[config.mk]
export PLATFORM = sky130hd
export DESIGN_NAME = fifo_wr_arbiter
export DESIGN_NICKNAME = d
export VERILOG_FILES = /design/src/rtl/fifo_wr_arbiter.sv
export SDC_FILE = /design/constraint.sdc
export NUM_CORES = 1
export LEC_CHECK = 0
export CAP_MARGIN = 20
export CORE_UTILIZATION = 38
export DETAILED_ROUTE_END_ITERATION = 7
export DONT_BUFFER_PORTS = 1
export GPL_ROUTABILITY_DRIVEN = 0
export MAX_ROUTING_LAYER = met4
export PLACE_DENSITY = 0.57
export SLEW_MARGIN = 15
export SYNTH_ARGS = -nofsm -noshare
export SYNTH_HDL_FRONTEND = slang
export SYNTH_SLANG_ARGS = --single-unit
export TNS_END_PERCENT = 50
[constraint.sdc]
create_clock -name clk -period 4.3 [get_ports clk]
set_input_delay 0 -clock clk [delete_from_list [all_inputs] [get_ports clk]]
set_output_delay 0 -clock clk [all_outputs]
set_load 0.01 [all_outputs]
[src/rtl/fifo_wr_arbiter.sv]
// rtl/fifo_wr_arbiter.sv - two-requester round-robin write arbiter with credit tracking for an 8-entry FIFO
// Optional statistics counters are enabled by defining FIFO_WR_ARB_STAT_EN.
module fifo_wr_arbiter #(
  parameter int DATA_W = 32,
  parameter int DEPTH  = 8,
  parameter int CNT_W  = 4
) (
  input  logic              clk,
  input  logic              reset_n,
  input  logic              req0,
  input  logic [DATA_W-1:0] din0,
  input  logic              req1,
  input  logic [DATA_W-1:0] din1,
  input  logic              fifo_rd_en,
  output logic              gnt0,
  output logic              gnt1,
  output logic              fifo_wr_en,
  output logic [DATA_W-1:0] fifo_din,
  output logic [CNT_W-1:0]  credit_cnt,
  output logic              arb_full,
  output logic              arb_empty
`ifdef FIFO_WR_ARB_STAT_EN
  ,
  output logic [7:0]        gnt_cnt0,
  output logic [7:0]        gnt_cnt1,
  output logic [7:0]        stall_cnt
`endif
);

  localparam logic [1:0] IDLE  = 2'b00;
  localparam logic [1:0] GRANT = 2'b01;
  localparam logic [1:0] STALL = 2'b10;

  localparam logic [CNT_W-1:0] CNT_MAX = CNT_W'(DEPTH);

  logic [1:0]       state;
  logic [1:0]       state_next;
  logic             last;        // 1 when requester 1 won the most recent grant
  logic             ereq0;
  logic             ereq1;
  logic             rd_ok;
  logic             space;
  logic             issue;
  logic             win1;
  logic [CNT_W-1:0] credit_next;

  // Arbitration decision for the coming edge: self-exclusion, credit space and round-robin winner
  always_comb begin
    ereq0 = req0 & ~gnt0;
    ereq1 = req1 & ~gnt1;
    // A read on an empty FIFO is an underflow on the FIFO side and returns no credit
    rd_ok = fifo_rd_en & (credit_cnt != '0);
    // A slot freed by a read at this edge can take a write landing in the next cycle
    space = (credit_cnt < CNT_MAX) | rd_ok;
    issue = space & (ereq0 | ereq1);
    // With both requesting, the one that did not win last time goes
    win1  = ereq1 & (~ereq0 | ~last);
  end

  // Credit count follows issued writes minus accepted reads
  always_comb begin
    credit_next = credit_cnt;
    case ({issue, rd_ok})
      2'b10:   credit_next = credit_cnt + 1'b1;
      2'b01:   credit_next = credit_cnt - 1'b1;
      default: credit_next = credit_cnt;
    endcase
  end

  // Next-state: any pending request is either granted or stalled for lack of credit
  always_comb begin
    state_next = IDLE;
    case (state)
      IDLE, GRANT, STALL: begin
        if (ereq0 | ereq1) begin
          state_next = space ? GRANT : STALL;
        end else begin
          state_next = IDLE;
        end
      end
      default: state_next = IDLE;
    endcase
  end

  // Registered grant, write strobe, write data, round-robin pointer and credit count
  always_ff @(posedge clk or negedge reset_n) begin
    if (!reset_n) begin
      gnt0       <= 1'b0;
      gnt1       <= 1'b0;
      fifo_wr_en <= 1'b0;
      fifo_din   <= '0;
      last       <= 1'b1;
      credit_cnt <= '0;
      state      <= IDLE;
    end else begin
      state      <= state_next;
      credit_cnt <= credit_next;
      fifo_wr_en <= issue;
      gnt0       <= issue & ~win1;
      gnt1       <= issue & win1;
      if (issue) begin
        fifo_din <= win1 ? din1 : din0;
        last     <= win1;
      end
    end
  end

  assign arb_full  = (credit_cnt == CNT_MAX);
  assign arb_empty = (credit_cnt == '0);

`ifdef FIFO_WR_ARB_STAT_EN
  // Saturating per-requester grant counters and stall-cycle counter
  always_ff @(posedge clk or negedge reset_n) begin
    if (!reset_n) begin
      gnt_cnt0  <= '0;
      gnt_cnt1  <= '0;
      stall_cnt <= '0;
    end else begin
      if (issue && !win1 && gnt_cnt0 != 8'hFF) begin
        gnt_cnt0 <= gnt_cnt0 + 8'd1;
      end
      if (issue && win1 && gnt_cnt1 != 8'hFF) begin
        gnt_cnt1 <= gnt_cnt1 + 8'd1;
      end
      if (state == STALL && stall_cnt != 8'hFF) begin
        stall_cnt <= stall_cnt + 8'd1;
      end
    end
  end
`endif

endmodule

======== After elaboration in Yosys (flattened, before gate mapping) ========
Index checks and enable logic that the tools add are counted.
word-level totals
  input bits .............................. 69
  register bits ........................... 40
  output and inout bits ................... 41
operators by class
  $add $sub $neg .......................... 2
  order comparisons ....................... 1
  equal/unequal tests ..................... 3
  mux-type cells .......................... 2
  reduce and logical (&&, ||, !) cells .... 3
  bitwise operators ....................... 15
operators with widths
  cell                                                 number
  two-way mux 32 bit                                   1
  case mux 4 bit (2 select lines)                      1
  AND 1 bit                                            7
  NOT 1 bit                                            5
  adder 4 x 1 -> 4 bit, second input constant          1
  equality test 4 bit, second input constant           1
  logical NOT 4 bit                                    1
  less-than comparator 4 bit, second input constant    1
  nonzero test 4 bit                                   1
  subtractor 4 x 1 -> 4 bit, second input constant     1
  OR 1 bit                                             3
  equality test 2 x 1 -> 1 bit, second input constant  1
  equality test 2 bit, second input constant           1
  nonzero test 2 bit                                   1

======== Logic depth before layout (Yosys ltp) ========
  word-level depth ........................ 7
  mapped depth ............................ 11

======== Worst setup path after synthesis ========
OpenSTA, ideal clock, no wires.
  path kind ............................... register -> register
  start point ............................. register credit_cnt[0]
  end point ............................... register credit_cnt[3]
  period minus slack after synthesis ...... 2.541 ns
  stages on the path, launching flop included .. 8
  buffers on the path ..................... 0
  data required time ...................... 4.166 ns
  data arrival time ....................... 2.407 ns
  setup time .............................. 0.134 ns
  path slack .............................. 1.759 ns
  path through ............................ dfrtp_1 nor4_1 nor2b_1 ha_1 ha_1 or4b_1 o311ai_0 o211ai_1
on the way
  cells in the longest elaborated chain, start to end .. 6
ends and longest elaborated chain
  element                                                                             line  RTL
  start: declaration                                                                  19    output logic [CNT_W-1:0] credit_cnt,
  start signal: assignment                                                            97    credit_cnt <= credit_next;
  parallel branches: the longest is 6 deep, another holds less-than comparator 4 bit  --
Several ways; the timed one is not identified.
A chain may end at the register's enable or synchronous reset.

======== Worst setup path in the final report ========
  start point ............................. register credit_cnt[3]
  end point ............................... register fifo_din[24]
on the way
  cells in the longest elaborated chain, start to end .. 4
ends and longest elaborated chain
  element                                                                             line  RTL
  parallel branches: the longest is 2 deep, another holds less-than comparator 4 bit  --
  OR 1 bit *                                                                          54    space = (credit_cnt < CNT_MAX) | rd_ok;
  AND 1 bit *                                                                         55    issue = space & (ereq0 | ereq1);
  end signal: assignment                                                              102   fifo_din <= win1 ? din1 : din0;
  end: declaration                                                                    18    output logic [DATA_W-1:0] fifo_din,
Mark *: on every way between the ends.

==> results.yml <==
route:
  drc: 0
  drtIter0Drc: 55
  dr.pass1.iters: 4
  vias: 1917
  avgRoutedWirePerCell_um: 16.0
  totalWireLength_mm: 5.80
  vias_per_cell: 5.30
  ant_nets: 0
global_routing:
  grt_pass1_wl_mm: 8.96
  grt_usage: 0.187
  overflow: 0
  antenna_found_initial: 0
  grt_pass1_vias: 1945
  grt_max_degree: 41
critical_path:
  reg2reg_from: "credit_cnt[3]$_DFFE_PN0P_"
  critPathLaunchType: "flip-flop"
  required_ns: 4.52
  r2r_end: "fifo_din[24]$_DFFE_PN0P_"
  r2r_cells: 6
  ff2ff_setup_slack_ns: 1.55
  crit_fanout: 35
  crit_type: "reg -> reg"
  end_kind: "flip-flop"
  worstPathArrival_ns: 2.98
synth:
  synth.top_cell.area_share: 0.415
  synth.avg_cell_area_um2: 10.3
  syn_inst: 228
  ys_top_cells_by_area: "dfrtp_1 (41%), o221ai_2 (18%), inv_1 (11%)"
  ys_seq_area_frac: 0.426
  ys_types: 37
  syn_area_mm2: 0.00235
  synth_nets: 301
  ys_seq_elements: 40
  synth_top_area_cell: "dfrtp_1"
  yosysWarnings: 0
sta:
  hold_violations: 0
  fin_ws_ns: 1.55
  skew_ns: 0.00925
  setup_viol: 0
  worst_pin_slew_ns: 0.631
  final.setup.tns_ns: 0
  max_freq_mhz: 363
  relSlewSlack: 0.576
  final_max_slew_viol_count: 0
  finalCritPeriodShare: 0.641
  fin_crit_ns: 2.75
  rsz0062_at_grt: "false"
die:
  die_h_um: 80.7
  ios: 110
  die_x_um: 80.7
  rows: 28
  coreArea_mm2: 0.00596
  initial_core_util: 0.395
  die_area_mm2: 0.00651
finish:
  antenna_cells: 0
  nets: 359
  area_delta_synth_final_pct: 31.7
  final_layout_size_suffix_gt1_frac: 0.160
clocking:
  cts_setup_buffers: 0
  clk_latency_ns: 0.29
  cts.path.max_buffers: 2
  root_buffer: "clkbuf_8"
  htreeDepth: 2
  cts_tree: "done"
  numCtsBuffers: 5
  path_clk_slew_ns: 0.09
  clock_sinks: 40
power:
  p_leak_uw: 0.00141
  peakVddDrop_mv: 0.363
  powerDensity_mw_per_mm2: 636
placement:
  pre_cts_ws_ns: 1.54
  hpwl_mm: 3.49
  io_buffers: 0
flow_run:
  drv_cap: 0
worst_hold_path:
  hold_path.class: "in -> async"
status:
  status: "finished clean"
## per-stage QoR
step	hold WS, ns	total power, uW	cell area [um2]	instances	util
after floorplan	-0.296	1380	2350	228	-
after detailed placement	-0.295	1480	2330	287	0.391
after CTS	0.160	1980	3080	361	0.518
final	0.173	1970	3100	362	0.520
after global placement	-0.295	1460	2330	287	0.391
after global routing	0.172	2140	3100	362	0.520
## kinds of logic (layout without fill, tap and decap cells)
kind of cell | Yosys count | count (layout) | synth area share
compound gates | 40 | 40 | 0.217
fa+ha+maj | 4 | 4 | 0.0245
mux | 2 | 2 | 0.00904
buf+inv | 91 | 150 | 0.177
simple gates | 49 | 49 | 0.139
xor+xnor | 2 | 2 | 0.00745
flops | 40 | 40 | 0.426
## cells in the mapped netlist, drive strengths merged
library cell,n
mux2,1
dfrtp,39
nor4,1
nor3b,3
a21oi,2
o21a,1
nand2b,1
dfstp,1
o21ai,2
xor2,1
nand3,3
o311ai,1
nor4b,1
or4b,1
mux2i,1
nand4,32
and3,1
inv,71
xnor2,1
o211ai,1
nand2,1
o221ai,32
fa,1
or3b,1
buf,16
clkbuf,4
nor2b,3
ha,3
a2111o,1
nand3b,1
## critical path: stages, from the launching register on
cell           delay, ns
dfrtp_1             0.48
nand2b_1            0.11
buf_4               0.35
nand3_2             0.50
buf_4               0.43
o221ai_1            0.21
dlygate4sd3_1       0.58
## timing repair
item,4_1_cts,5_1_grt
gates resized for setup,0,0
hold endpoints to repair,72,0
hold buffers,66,0
## placed cells by master (no fill, tap or decap), drive strengths merged, types with 2 or more instances in the layout
cell type	netlist	routed
a21oi	2	2
buf	16	6
clkbuf	4	6
dfrtp	39	39
dlygate4sd3	0	65
ha	3	3
inv	71	71
nand3	3	3
nand4	32	32
nor2b	3	3
nor3b	3	3
o21ai	2	2
o221ai	32	32
## how the worst max path moves through the flow
stage / start / to / slack, ns / cells past startpoint
2_1_floorplan: credit_cnt[0]$_DFFE_PN0P_ / credit_cnt[3]$_DFFE_PN0P_ / 1.76 / 7
3_3_place_gp: credit_cnt[0]$_DFFE_PN0P_ / credit_cnt[3]$_DFFE_PN0P_ / 1.58 / 7
3_5_place_dp: credit_cnt[0]$_DFFE_PN0P_ / credit_cnt[3]$_DFFE_PN0P_ / 1.54 / 7
4_1_cts: credit_cnt[0]$_DFFE_PN0P_ / credit_cnt[3]$_DFFE_PN0P_ / 1.52 / 7
5_1_grt: credit_cnt[0]$_DFFE_PN0P_ / credit_cnt[3]$_DFFE_PN0P_ / 1.35 / 7
6_report: credit_cnt[3]$_DFFE_PN0P_ / fifo_din[24]$_DFFE_PN0P_ / 1.55 / 6
## where the power goes
part	internal, uW	leakage (uW)	switching [uW]
Sequential	566	0.000488	237
Combinational	490	0.000884	431
Clock	114	0.0000412	133
## flip-flops by register name, summed over array words and instances, names as in the netlist
name        flops
credit_cnt      4
fifo_din       32
fifo_wr_en      1
gnt0            1
gnt1            1
last            1
## layer usage
metal / share of wire / GRT usage / up-vias
li1: - / - / 913
met1: 0.41 / 0.204 / 909
met2: 0.49 / 0.326 / 87
met3: 0.092 / 0.0614 / 8
met4: 0.012 / 0.0482 / 0
met5: 0 / - / -
## area by class of cell
class                   instances  area, um2
repair buffers                 71        716
clock buffers                   6       72.6
multi-input cells              97        935
inverters                      71        267
clock inverters                 2       12.5
well taps                      75       93.8
fillers                       535       2860
flip-flops and latches         40       1000
No activity file was read; power rests on OpenSTA's default activity.
